===== config.mk =====
export PLATFORM = sky130hd
export DESIGN_NAME = mips_register_file
export DESIGN_NICKNAME = d
export VERILOG_FILES = /design/src/rtl/mips_register_file.sv
export SDC_FILE = /design/constraint.sdc
export NUM_CORES = 2
export LEC_CHECK = 0
export ABC_AREA = 0
export CAP_MARGIN = 30
export CORE_MARGIN = 3
export CORE_UTILIZATION = 58
export CTS_BUF_LIST = sky130_fd_sc_hd__clkbuf_4 sky130_fd_sc_hd__clkbuf_8 sky130_fd_sc_hd__clkbuf_16
export DETAILED_ROUTE_END_ITERATION = 8
export PLACE_DENSITY = 0.78
export SLEW_MARGIN = 20
export SYNTH_ARGS = -nofsm -noshare
export SYNTH_HDL_FRONTEND = slang
export SYNTH_HIERARCHICAL = 1
export SYNTH_SLANG_ARGS = --single-unit

===== constraint.sdc =====
create_clock -name clk -period 2.5 [get_ports clk]
set_input_delay 0.5 -clock clk [delete_from_list [all_inputs] [get_ports clk]]
set_output_delay 0.5 -clock clk [all_outputs]
set_load 0.02 [all_outputs]

===== src/rtl/mips_register_file.sv =====
// 32x32 MIPS general-purpose register file: two combinational read
// ports, one synchronous write port, $0 hardwired to zero.

module rf_mux2 #(
   parameter int W = 32
) (
   input  logic [W-1:0] a,
   input  logic [W-1:0] b,
   input  logic         sel,
   output logic [W-1:0] y
);

   assign y = sel ? b : a;

endmodule

module rf_read_port #(
   parameter int DW = 32,
   parameter int AW = 5
) (
   input  logic [DW-1:0] leaves [2**AW],
   input  logic [AW-1:0] addr,
   output logic [DW-1:0] data
);

   localparam int DEPTH = 2**AW;

   // Heap-ordered tree: node k has children 2k/2k+1, leaves at DEPTH+i
   logic [DW-1:0] node [1:2*DEPTH-1];

   for (genvar i = 0; i < DEPTH; i++) begin : g_leaf
      assign node[DEPTH+i] = leaves[i];
   end

   for (genvar lv = 0; lv < AW; lv++) begin : g_lvl
      for (genvar j = 0; j < 2**lv; j++) begin : g_node
         rf_mux2 #(.W(DW)) u_mux (
            .a   (node[2*(2**lv+j)]),
            .b   (node[2*(2**lv+j)+1]),
            .sel (addr[AW-1-lv]),
            .y   (node[2**lv+j])
         );
      end
   end

   assign data = node[1];

endmodule

module mips_register_file #(
   parameter int DATA_WIDTH = 32,
   parameter int ADDR_WIDTH = 5
) (
   input  logic                  clk,
   input  logic                  rst_n,
   input  logic                  reg_write,
   input  logic [ADDR_WIDTH-1:0] write_reg,
   input  logic [DATA_WIDTH-1:0] write_data,
   input  logic [ADDR_WIDTH-1:0] read_reg1,
   input  logic [ADDR_WIDTH-1:0] read_reg2,
   output logic [DATA_WIDTH-1:0] read_data1,
   output logic [DATA_WIDTH-1:0] read_data2
);

   localparam int DEPTH = 2**ADDR_WIDTH;

   logic [DATA_WIDTH-1:0] regs_q [1:DEPTH-1];
   logic [DATA_WIDTH-1:0] regs_d [1:DEPTH-1];
   logic [DEPTH-1:0]      wr_en;
   logic [DATA_WIDTH-1:0] rd_leaf [DEPTH];

   always_comb begin
      wr_en = '0;
      if (reg_write && (write_reg != '0)) begin
         wr_en[write_reg] = 1'b1;
      end
   end

   always_comb begin
      regs_d = regs_q;
      for (int i = 1; i < DEPTH; i++) begin
         if (wr_en[i]) begin
            regs_d[i] = write_data;
         end
      end
   end

   always_ff @(posedge clk) begin
      if (!rst_n) begin
         for (int i = 1; i < DEPTH; i++) begin
            regs_q[i] <= '0;
         end
      end else begin
         regs_q <= regs_d;
      end
   end

   // $0 has no storage; its mux leaf is a constant zero
   assign rd_leaf[0] = '0;
   for (genvar i = 1; i < DEPTH; i++) begin : g_rd_leaf
      assign rd_leaf[i] = regs_q[i];
   end

   rf_read_port #(.DW(DATA_WIDTH), .AW(ADDR_WIDTH)) u_rd1 (
      .leaves (rd_leaf),
      .addr   (read_reg1),
      .data   (read_data1)
   );

   rf_read_port #(.DW(DATA_WIDTH), .AW(ADDR_WIDTH)) u_rd2 (
      .leaves (rd_leaf),
      .addr   (read_reg2),
      .data   (read_data2)
   );

endmodule


# Word-level counts from Yosys, hierarchy flattened
# Cells that the tools add are included.
dict set report totals {
  output_inout_bits 64
  reg_bits 992
}
dict set report op_classes {
  n_lt_le_gt_ge 2
  muxes 65
  n_reduce_logical 3
}
# op n
set ops {}
lappend ops {{32-bit 2-to-1 mux} 63}
lappend ops {{5-bit by 6-bit < comparator with 1-bit output, second input constant} 1}
lappend ops {{1-bit demux with 5-bit select} 1}
lappend ops {{5-bit by 1-bit >= comparator with 1-bit output, second input constant} 1}
lappend ops {{5-bit nonzero test} 1}
lappend ops {{1-bit logical AND} 2}
lappend ops {{1-bit 2-to-1 mux} 1}

# Logic depth before layout (Yosys ltp)
dict set report logic_depth {
  ltp_word 5
  ltp_mapped 7
  ltp_nobuf 5
}

# By module
# The synthesis kept the hierarchy.
# mod cells_per_inst n_inst area_per_inst_um2
set modules_own_cells {}
lappend modules_own_cells {mips_register_file 3369 1 35202.5}
lappend modules_own_cells {rf_mux2 36 62 544.3}

# Worst setup path before layout
# No wires, ideal clock.
dict set report synth_path {
  path_type {input -> output}
  startpoint {input read_reg1[0]}
  endpoint {output read_data1[0]}
  required_time_ps 2000
  setup_slack_ps -124
  path_stages 7
  n_path_buf 2
  arrival_ps 2124
  path_cell_list {buf_6 buf_12 mux2_4 mux2_4 mux2_4 mux2_4 mux2_4}
}
# item line_no
set synth_lines {}
lappend synth_lines {{start: declaration} 59} ;# input logic [ADDR_WIDTH-1:0] read_reg1,
lappend synth_lines {{end: declaration} 61} ;# output logic [DATA_WIDTH-1:0] read_data1,

==> metrics.csv <==
metric,value,unit
fin crit share,129,%
crit path launch,read_reg1[0],
placed inst area,72600,sq um
CP endpoint,read_data1[0],
post-route cell area,79600,sq um
"Avg Cell Area, Syn",12.3,sq um
"Hold Violations, Final",0,
I/O Pins,114,
met2 usage,51.1,%
Clock power frac,45.2,%
post-route clock skew,0,ps
total negative slack,-39540,ps
critical path type,in2out,
instance count on the critical path,11,
Num CTS Buffers,108,
largest net degree at the start of global routing,67,
Static Leakage,38.2,nW
final setup fails,64,
routed vias/inst,6.08,
CTS tree,done,
total global routing overflow,0,
sequential power share,42.2,%
CP max FO,5,
share of layout cells above drive strength 1,50.8,%
Critical Path Start Type,input pin,
Net Switching,9.68,mW
sequential-to-total area share from yosys stat,28.8,%
Layout Nets,6012,
Iteration-0 DRC Markers,3693,
Core Footprint,117000,sq um
Remaining DRCs,0,
Logic pwr share,12.6,%
WHS Path Cells,3,
first-pass GRT wire length,292,mm
Crit path required time,2000,ps
Slew headroom,64.8,%
first-pass iteration count of the detailed router,7,
Least-Margin Pin Slew,525,ps
end-of-flow core utilization,67.9,%
Crit-path slowest cell,mux2_4,
GR Layer Usage met3,5.37,%
initial antenna violation count,2,
"Buf+Inv Stages, Crit Path",6,
Worst Slack Setup Final,-723,ps
cell repeated most along the worst path,mux2_4,
HPWL after detailed placement,118,mm
crit path DAT,2720,ps
Ys Warns,6,
Max Slew Vio Count,0,
worst r2r src,rd_leaf[432]$_SDFFE_PN0P_,
GR Layer Usage met1,38.8,%
Die W,351,um
r2r worst-path depth,4,
WHS,247,ps
Netlist cell types,23,
Clock Path Buffers,3,
final wirelength,203,mm
Largest register FFs,992,
Die Area,123000,sq um
Routability Congestion,0.829,
Multi-input gate area,43900,sq um
Syn Std Cell Area,68900,sq um
Vias,46100,
VDD IR-drop max,0.000521,V
H-tree depth,3,
Pint,28.3,mW
worst hold-check path type,in2reg,
"CTS clk-pin slew, worst paths",60,ps
Yosys reg bits,992,
Initial Util,58.9,%
CTS Sinks,992,
max incr delay on CP,300,ps
GRT busiest layer,met2,
storage element area,20000,sq um
final antenna-violating net count,0,
RSZ-0062 raised after global routing,true,
vias in the first global route,46800,
overall routing resource usage,30.9,%
CP Cell Sequence,buf_16 > buf_16 > buf_12 > buf_6 > buf_6 > mux2_4 > mux2_4 > mux2_4 > mux2_4 > mux2_4 > buf_6,
die height,351,um
failing checks,negative setup slack,
PD cells,478,nW/um^2
Worst-Skew Late Latency,710,ps
clock tree root driver cell,clkbuf_16,
R2R Setup Slk,1640,ps
row cnt,125,
Port Buffers,113,
r2r endpoint,rd_leaf[432]$_SDFFE_PN0P_,
Cells after Synth,5601,
Hold Buf Count CTS,0,
Area Overhead vs Synth,15.4,%
status,finished with violations,
"CP delay by family, top",multiplexers,
Max-Cap Viols,0,
Final min period,3220,ps
CP Capture Type,output port,
setup slack at placement,-1310,ps
wire length per cell,26.8,um
Fmax,0.310,GHz
fill cell count,7374,
Switching Share,25.5,%
[tightest hold or removal path: stages]
cell and delay [ps]:
buf_8 220, nand2_1 120, mux2i_1 50
[Yosys cell counts]
master | instances | area (sq um)
buf_2 | 91 | 455
or3_1 | 3 | 18.8
mux2_4 | 1860 | 27900
nor3_2 | 1 | 10.0
nor4b_2 | 1 | 15.0
conb_1 | 1 | 3.75
mux2_2 | 124 | 1400
nand2b_1 | 2 | 12.5
nor4bb_1 | 2 | 20.0
dfxtp_1 | 992 | 19900
nor2_1 | 13 | 48.8
buf_12 | 186 | 3720
clkbuf_1 | 206 | 773
nor2b_1 | 2 | 12.5
buf_1 | 12 | 45.0
nand3_1 | 4 | 20.0
nand4b_1 | 3 | 26.3
and4bb_2 | 1 | 12.5
nand2_1 | 1036 | 3890
buf_6 | 62 | 698
nand4_1 | 1 | 6.26
mux2i_1 | 992 | 9930
buf_4 | 6 | 45.0
[metal layers]
| layer | vias to the layer above | routed length, um | share of wire (%) |
|---|---|---|---|
| met2 | 1887 | 93900 | 46 |
| met1 | 23300 | 84100 | 41 |
| met4 | 0 | 11500 | 5.6 |
| li1 | 20200 | - | - |
| met3 | 634 | 13300 | 6.6 |
| met5 | - | 0 | 0 |
[cell usage in the layout (no fill, tap or decap)]
cell type / instances
inv_16: 1
clkbuf_16: 125
nand2_1: 1025
nand4b_1: 3
conb_1: 64
inv_6: 3
nand2_4: 11
dfxtp_1: 849
buf_4: 307
buf_16: 50
nor2_4: 12
clkinv_4: 2
mux2_4: 1884
buf_8: 35
nor2_1: 1
clkbuf_4: 18
diode_2: 2
nor3_4: 1
nand4_1: 1
clkinvlp_4: 9
bufinv_16: 9
clkdlybuf4s50_1: 38
buf_12: 170
nand2b_1: 2
or3_4: 3
buf_6: 137
clkbuf_8: 27
dfxtp_2: 143
clkinv_2: 22
and4bb_2: 1
nor4bb_2: 2
nor2b_1: 2
nor4b_2: 1
mux2i_1: 992
nand3_4: 4
mux2_2: 100
[power groups by stage]
| stage | logic [mW] | clock network (mW) | registers, mW |
|---|---|---|---|
| 6_report | 4.81 | 17.2 | 16.0 |
| 5_1_grt | 4.91 | 17.8 | 16.0 |
| 4_1_cts | 4.58 | 17.2 | 16.0 |
| 3_5_place_dp | 4.11 | 0 | 16.4 |
| 3_3_place_gp | 4.04 | 0 | 16.4 |
| 2_1_floorplan | 3.29 | 0 | 16.3 |
[cell type report]
cell class                      instances  share of cell area (%)
Tap cell                             1524                    2.40
Multi-Input combinational cell       4109                    55.2
Antenna cell                            2                 0.00629
Timing Repair Buffer                  751                    12.4
Sequential cell                       992                    25.2
Clock inverter                         46                   0.643
Clock buffer                          156                    4.13
[stage by stage]
step	cells	power, mW
3_3_place_gp	7245	20.4
6_report	7580	38.0
5_1_grt	7578	38.8
4_1_cts	7541	37.8
3_5_place_dp	7245	20.5
2_1_floorplan	5664	19.6
[logic make-up (layout without fill, tap and decap cells)]
kind of cell,after synthesis,after routing,synth area share (%)
buffers and inverters,563,953,8.33
flip-flops,992,992,28.8
other,1,66,0.00544
multiplexers,2976,2976,56.9
AND/OR/NAND/NOR,1069,1069,5.93
[worst min path at each step]
stage          slack (ps)                      start                         to
2_1_floorplan         440  rd_leaf[157]$_SDFFE_PN0P_  rd_leaf[157]$_SDFFE_PN0P_
3_3_place_gp          450  rd_leaf[543]$_SDFFE_PN0P_  rd_leaf[543]$_SDFFE_PN0P_
3_5_place_dp          460   rd_leaf[93]$_SDFFE_PN0P_   rd_leaf[93]$_SDFFE_PN0P_
4_1_cts               220                      rst_n  rd_leaf[186]$_SDFFE_PN0P_
5_1_grt               260                      rst_n  rd_leaf[186]$_SDFFE_PN0P_
6_report              250                      rst_n  rd_leaf[186]$_SDFFE_PN0P_
[repair_timing]
action	in CTS	in global routing
gates resized for setup	602	166
gates cloned	35	16
buffers inserted	62	38
setup endpoints to repair	64	64
No activity file was read; power rests on OpenSTA's default activity.
